`src/rtl/prio_enc_pkg.sv`:
```
// Shared sizing constants and a reusable highest-set-bit helper for the
// 8-to-3 priority encoder family.
package prio_enc_pkg;

  localparam int IN_W  = 8;
  localparam int OUT_W = $clog2(IN_W);

  // Index of the highest set bit of v; returns 0 when v is all zeros, so
  // callers must qualify the result with |v.
  function automatic logic [OUT_W-1:0] highest_set(input logic [IN_W-1:0] v);
    logic [OUT_W-1:0] idx;
    idx = '0;
    for (int i = 0; i < IN_W; i++) begin
      if (v[i]) idx = OUT_W'(i);
    end
    return idx;
  endfunction

endpackage : prio_enc_pkg

```
`src/rtl/priority_encoder_core.sv`:
```
// Combinational MSB-priority encoder: idx is the highest asserted bit of in,
// any is the OR-reduce of in.
module priority_encoder_core #(
  parameter int IN_W  = 8,
  parameter int OUT_W = $clog2(IN_W)
) (
  input  logic [IN_W-1:0]  in,
  output logic [OUT_W-1:0] idx,
  output logic             any
);

  always_comb begin
    // NOTE: defaults first so every path assigns idx/any and no latch is inferred.
    idx = '0;
    any = 1'b0;
    // Ascending scan: a later (higher) set bit overwrites earlier ones, so MSB wins.
    for (int i = 0; i < IN_W; i++) begin
      if (in[i]) begin
        idx = OUT_W'(i);
        any = 1'b1;
      end
    end
  end

endmodule : priority_encoder_core

```
`src/rtl/priority_encoder_8to3.sv`:
```
// 8-input priority encoder with a one-cycle registered output stage and
// asynchronous active-low clear.
module priority_encoder_8to3
  import prio_enc_pkg::*;
(
  input  logic             clk,
  input  logic             rst_n,
  input  logic [IN_W-1:0]  in,
  output logic [OUT_W-1:0] out,
  output logic             valid
);

  logic [OUT_W-1:0] enc_idx;
  logic             enc_any;

  priority_encoder_core #(
    .IN_W  (IN_W),
    .OUT_W (OUT_W)
  ) u_core (
    .in  (in),
    .idx (enc_idx),
    .any (enc_any)
  );

  // Outputs only move on a clock edge or on reset assertion, so downstream
  // logic never sees the combinational ripple of the encoder.
  always_ff @(posedge clk or negedge rst_n) begin
    if (!rst_n) begin
      out   <= '0;
      valid <= 1'b0;
    end else begin
      // NOTE: non-blocking assignments for registered state avoid simulation races.
      out   <= enc_idx;
      valid <= enc_any;
    end
  end

endmodule : priority_encoder_8to3

```
`config.mk`:
```
export PLATFORM = sky130hd
export DESIGN_NAME = priority_encoder_8to3
export DESIGN_NICKNAME = d
export VERILOG_FILES = /design/src/rtl/prio_enc_pkg.sv /design/src/rtl/priority_encoder_core.sv /design/src/rtl/priority_encoder_8to3.sv
export SDC_FILE = /design/constraint.sdc
export NUM_CORES = 1
export LEC_CHECK = 0
export CORE_AREA = 2 2 39 41
export CTS_CLUSTER_DIAMETER = 50
export DETAILED_ROUTE_END_ITERATION = 10
export DIE_AREA = 0 0 41 43
export HOLD_SLACK_MARGIN = 0.08
export REMOVE_ABC_BUFFERS = 1
export SETUP_SLACK_MARGIN = 0.2
export SLEW_MARGIN = 20
export SYNTH_ARGS = -nofsm -noshare
export SYNTH_HDL_FRONTEND = slang
export SYNTH_HIERARCHICAL = 1
export SYNTH_SLANG_ARGS = --single-unit
```
`constraint.sdc`:
```
create_clock -name clk -period 0.9 [get_ports clk]
set_input_delay 0.09 -clock clk [delete_from_list [all_inputs] [get_ports clk]]
set_output_delay 0.09 -clock clk [all_outputs]
set_load 0.03 [all_outputs]
```
==> metrics.txt <==
# TYPE chip_impl_metric gauge
chip_impl_metric{name="cts_buffer_depth",unit=""} 2
chip_impl_info{name="tritoncts",value="built"} 1
chip_impl_info{name="critical_path.top_delay_family",value="flip-flops"} 1
chip_impl_metric{name="cts_post_setup_buffers_inserted",unit=""} 0
chip_impl_metric{name="pwr_density_cell",unit="mW/mm2"} 1407
chip_impl_metric{name="placedInstanceArea",unit="um2"} 297.8
chip_impl_info{name="critical-path-slowest-cell",value="dfrtp_1"} 1
chip_impl_metric{name="detail_route.wirelength",unit="um"} 387
chip_impl_metric{name="timing.fmax",unit="MHz"} 1217
chip_impl_info{name="outcome",value="finished clean"} 1
chip_impl_metric{name="dieArea",unit="mm2"} 0.001763
chip_impl_info{name="startpoint_type",value="flop"} 1
chip_impl_metric{name="cts.sinks",unit=""} 4
chip_impl_metric{name="grt_start_max_net_pins",unit=""} 5
chip_impl_metric{name="slew_violations",unit=""} 0
chip_impl_metric{name="diodes",unit=""} 0
chip_impl_metric{name="syn-mean-instance-area",unit="um2"} 9.853
chip_impl_metric{name="cell_area_after_technology_mapping",unit="um2"} 157.7
chip_impl_metric{name="route.vias.total",unit=""} 175
chip_impl_metric{name="final_layout_size_suffix_gt1_frac",unit=""} 0.3750
chip_impl_metric{name="min_period",unit="ps"} 821.6
chip_impl_metric{name="crit_arrival",unit="ps"} 730
chip_impl_metric{name="routedWlPerCell",unit="um"} 8.063
chip_impl_metric{name="globalplace.congestion",unit=""} 0.6383
chip_impl_info{name="worstPathCellList",value="buf_6"} 1
chip_impl_metric{name="buffer_ports.inserted",unit=""} 13
chip_impl_metric{name="vdd_ir_drop_max",unit="V"} 0.0003034
chip_impl_metric{name="timing.final.hold_violations",unit=""} 0
chip_impl_metric{name="layout-area-overhead-vs-synth",unit="%"} 125.4
chip_impl_info{name="critical_path_class",value="flop to primary output"} 1
chip_impl_metric{name="antenna_found_initial",unit=""} 0
chip_impl_metric{name="viasPerCell",unit=""} 3.646
chip_impl_metric{name="fp_rows",unit=""} 14
chip_impl_metric{name="cts_made_buffers",unit=""} 3
chip_impl_metric{name="yosysWarnings",unit=""} 6
chip_impl_metric{name="synth_edf_count",unit=""} 0
chip_impl_metric{name="globalRoute.totalOverflow",unit=""} 0
chip_impl_metric{name="worst-endpoint-required",unit="ps"} 810
chip_impl_metric{name="final_util",unit=""} 0.2568
chip_impl_metric{name="core_area",unit="mm2"} 0.001384
chip_impl_info{name="grt_setup_unrepaired",value="true"} 1
chip_impl_info{name="synth-main-ff-cell",value="dfrtp_1"} 1
chip_impl_metric{name="timing.final.crit_share",unit=""} 0.9129
chip_impl_metric{name="detailedRoute.firstPassIterationCount",unit=""} 1
chip_impl_metric{name="crit_path_max_incr_delay",unit="ps"} 360
chip_impl_metric{name="drc_errors",unit=""} 0
chip_impl_metric{name="die-width",unit="um"} 41
chip_impl_metric{name="max_slew.worst_pin.slew",unit="ps"} 208.6
chip_impl_metric{name="netlist_instances",unit=""} 16
chip_impl_metric{name="finalSetupViolCount",unit=""} 0
chip_impl_metric{name="dpl_worst_slack",unit="ps"} -88.11
chip_impl_metric{name="nets",unit=""} 44
chip_impl_metric{name="antenna_violating_nets_post_route",unit=""} 0
chip_impl_metric{name="crit_fanout",unit=""} 1
chip_impl_metric{name="worst_setup_hold_path_clk_slew",unit="ps"} 40
chip_impl_metric{name="clock_tree.htree_level_count",unit=""} 1
chip_impl_info{name="clockRootBuffer",value="clkbuf_4"} 1
chip_impl_metric{name="total_leakage_power",unit="nW"} 0.1671
chip_impl_metric{name="synth.ff_latch_count",unit=""} 4
chip_impl_metric{name="relSlewSlack",unit=""} 0.8597
chip_impl_metric{name="max_capacitance_violation_count",unit=""} 0
chip_impl_info{name="yosysTopAreaCell",value="dfrtp_1"} 1
chip_impl_info{name="min-delay-path-class",value="input pin to async pin"} 1
chip_impl_metric{name="finalInstanceArea",unit="um2"} 355.3
chip_impl_metric{name="synth.yosys.seq_area_share",unit=""} 0.6349
chip_impl_metric{name="ys_types",unit=""} 8
chip_impl_info{name="top_cells_by_area_in_the_synthesized_netlist",value="dfrtp_1 (63%), nor2_1 (9.5%), o31ai_1 (9.5%)"} 1
chip_impl_info{name="crit_path_start",value="out[0]$_DFF_PN0_"} 1
chip_impl_metric{name="worstPathBufferInverterCount",unit=""} 1
chip_impl_metric{name="via_count_of_the_first_global_routing_pass",unit=""} 193
chip_impl_metric{name="fillerInstances",unit=""} 149
chip_impl_metric{name="floorplan.initialDensity",unit=""} 0.1139
chip_impl_metric{name="first_iter_violations",unit=""} 0
chip_impl_metric{name="ioPinCount",unit=""} 14
chip_impl_metric{name="grtUsageTotal",unit=""} 0.06633
chip_impl_metric{name="die_height",unit="um"} 43
chip_impl_metric{name="total_power",unit="mW"} 0.4998
chip_impl_metric{name="synth_top_cell_area_share",unit=""} 0.6349
chip_impl_info{name="synth_top_cells_by_count",value="dfrtp_1 (4), nor2_1 (4), a21oi_1 (2), o31ai_1 (2)"} 1
chip_impl_metric{name="ys_async_sr_fraction",unit=""} 1.000
chip_impl_metric{name="final.setup.worst_slack",unit="ps"} 78.40
chip_impl_metric{name="grt_pass1_wl",unit="um"} 683
chip_impl_info{name="worst_setup_path_end_kind",value="primary output"} 1
==> sequential cells by signal, summed over array words and instances (netlist names) <==
register  flops
out           3
valid         1
==> placed cells by master (no fill, tap or decap), types with 2 or more instances in the layout <==
master / netlist / layout
a21oi_2: 0 / 2
buf_6: 0 / 4
clkbuf_4: 0 / 3
clkdlybuf4s50_1: 0 / 2
dfrtp_1: 4 / 4
dlygate4sd2_1: 0 / 4
dlymetal6s2s_1: 0 / 3
nor2_1: 4 / 2
nor2_2: 0 / 2
==> kinds of logic (layout without fill, tap and decap cells) <==
kind of cell,count (synthesis),count (layout),synth area share
flops,4,4,0.6349
buf+inv,2,18,0.04757
compound gates,4,4,0.1587
simple gates,6,6,0.1587
==> per-layer routing <==
layer,vias to the layer above,global-route usage,wire length (um)
li1,88,-,-
met1,75,0.06129,159
met5,-,0,0
met4,0,0.1200,0
met3,0,0.01571,38
met2,12,0.08125,189
==> stage by stage <==
step | setup TNS [ps] | instances | hold WS [ps]
global placement | -211.8 | 45 | 299.3
CTS | 0 | 48 | 49.75
detailed placement | -262.3 | 45 | 298.3
global route | 0 | 48 | 63.52
floorplan | 0 | 16 | -205.6
finish | 0 | 48 | 56.57
==> power by group <==
group | total, mW | internal (mW) | leakage [nW] | switching (mW)
sequential | 0.191 | 0.188 | 0.0386 | 0.00319
clock | 0.214 | 0.149 | 0.0138 | 0.0656
combinational | 0.0945 | 0.0490 | 0.115 | 0.0455
total | 0.500 | 0.386 | 0.167 | 0.114
==> what timing repair did <==
item	in CTS	in global routing
endpoints found under the hold margin	4	4
pin swaps	1	2
setup endpoints to repair	7	7
resized for setup	10	6
==> cell type report <==
cell class | count | area (um2) | area share
Inverter | 2 | 7.507 | 0.02113
Timing Repair Buffer | 13 | 137.6 | 0.3873
Tap cell | 16 | 20.02 | 0.05634
Multi-Input combinational cell | 10 | 67.56 | 0.1901
Clock buffer | 3 | 22.52 | 0.06338
Sequential cell | 4 | 100.1 | 0.2817
==> worst paths after layout <==
check / end / cells after the start / slack, ps
worst max-delay path: out[0] / 1 / 80
worst min-delay path: out[0]$_DFF_PN0_ / 1 / 60
max in group asynchronous: valid$_DFF_PN0_ / 1 / 680
min in group clk: out[0]$_DFF_PN0_ / 3 / 130
Note: power is estimated with default switching activity, not from simulation.
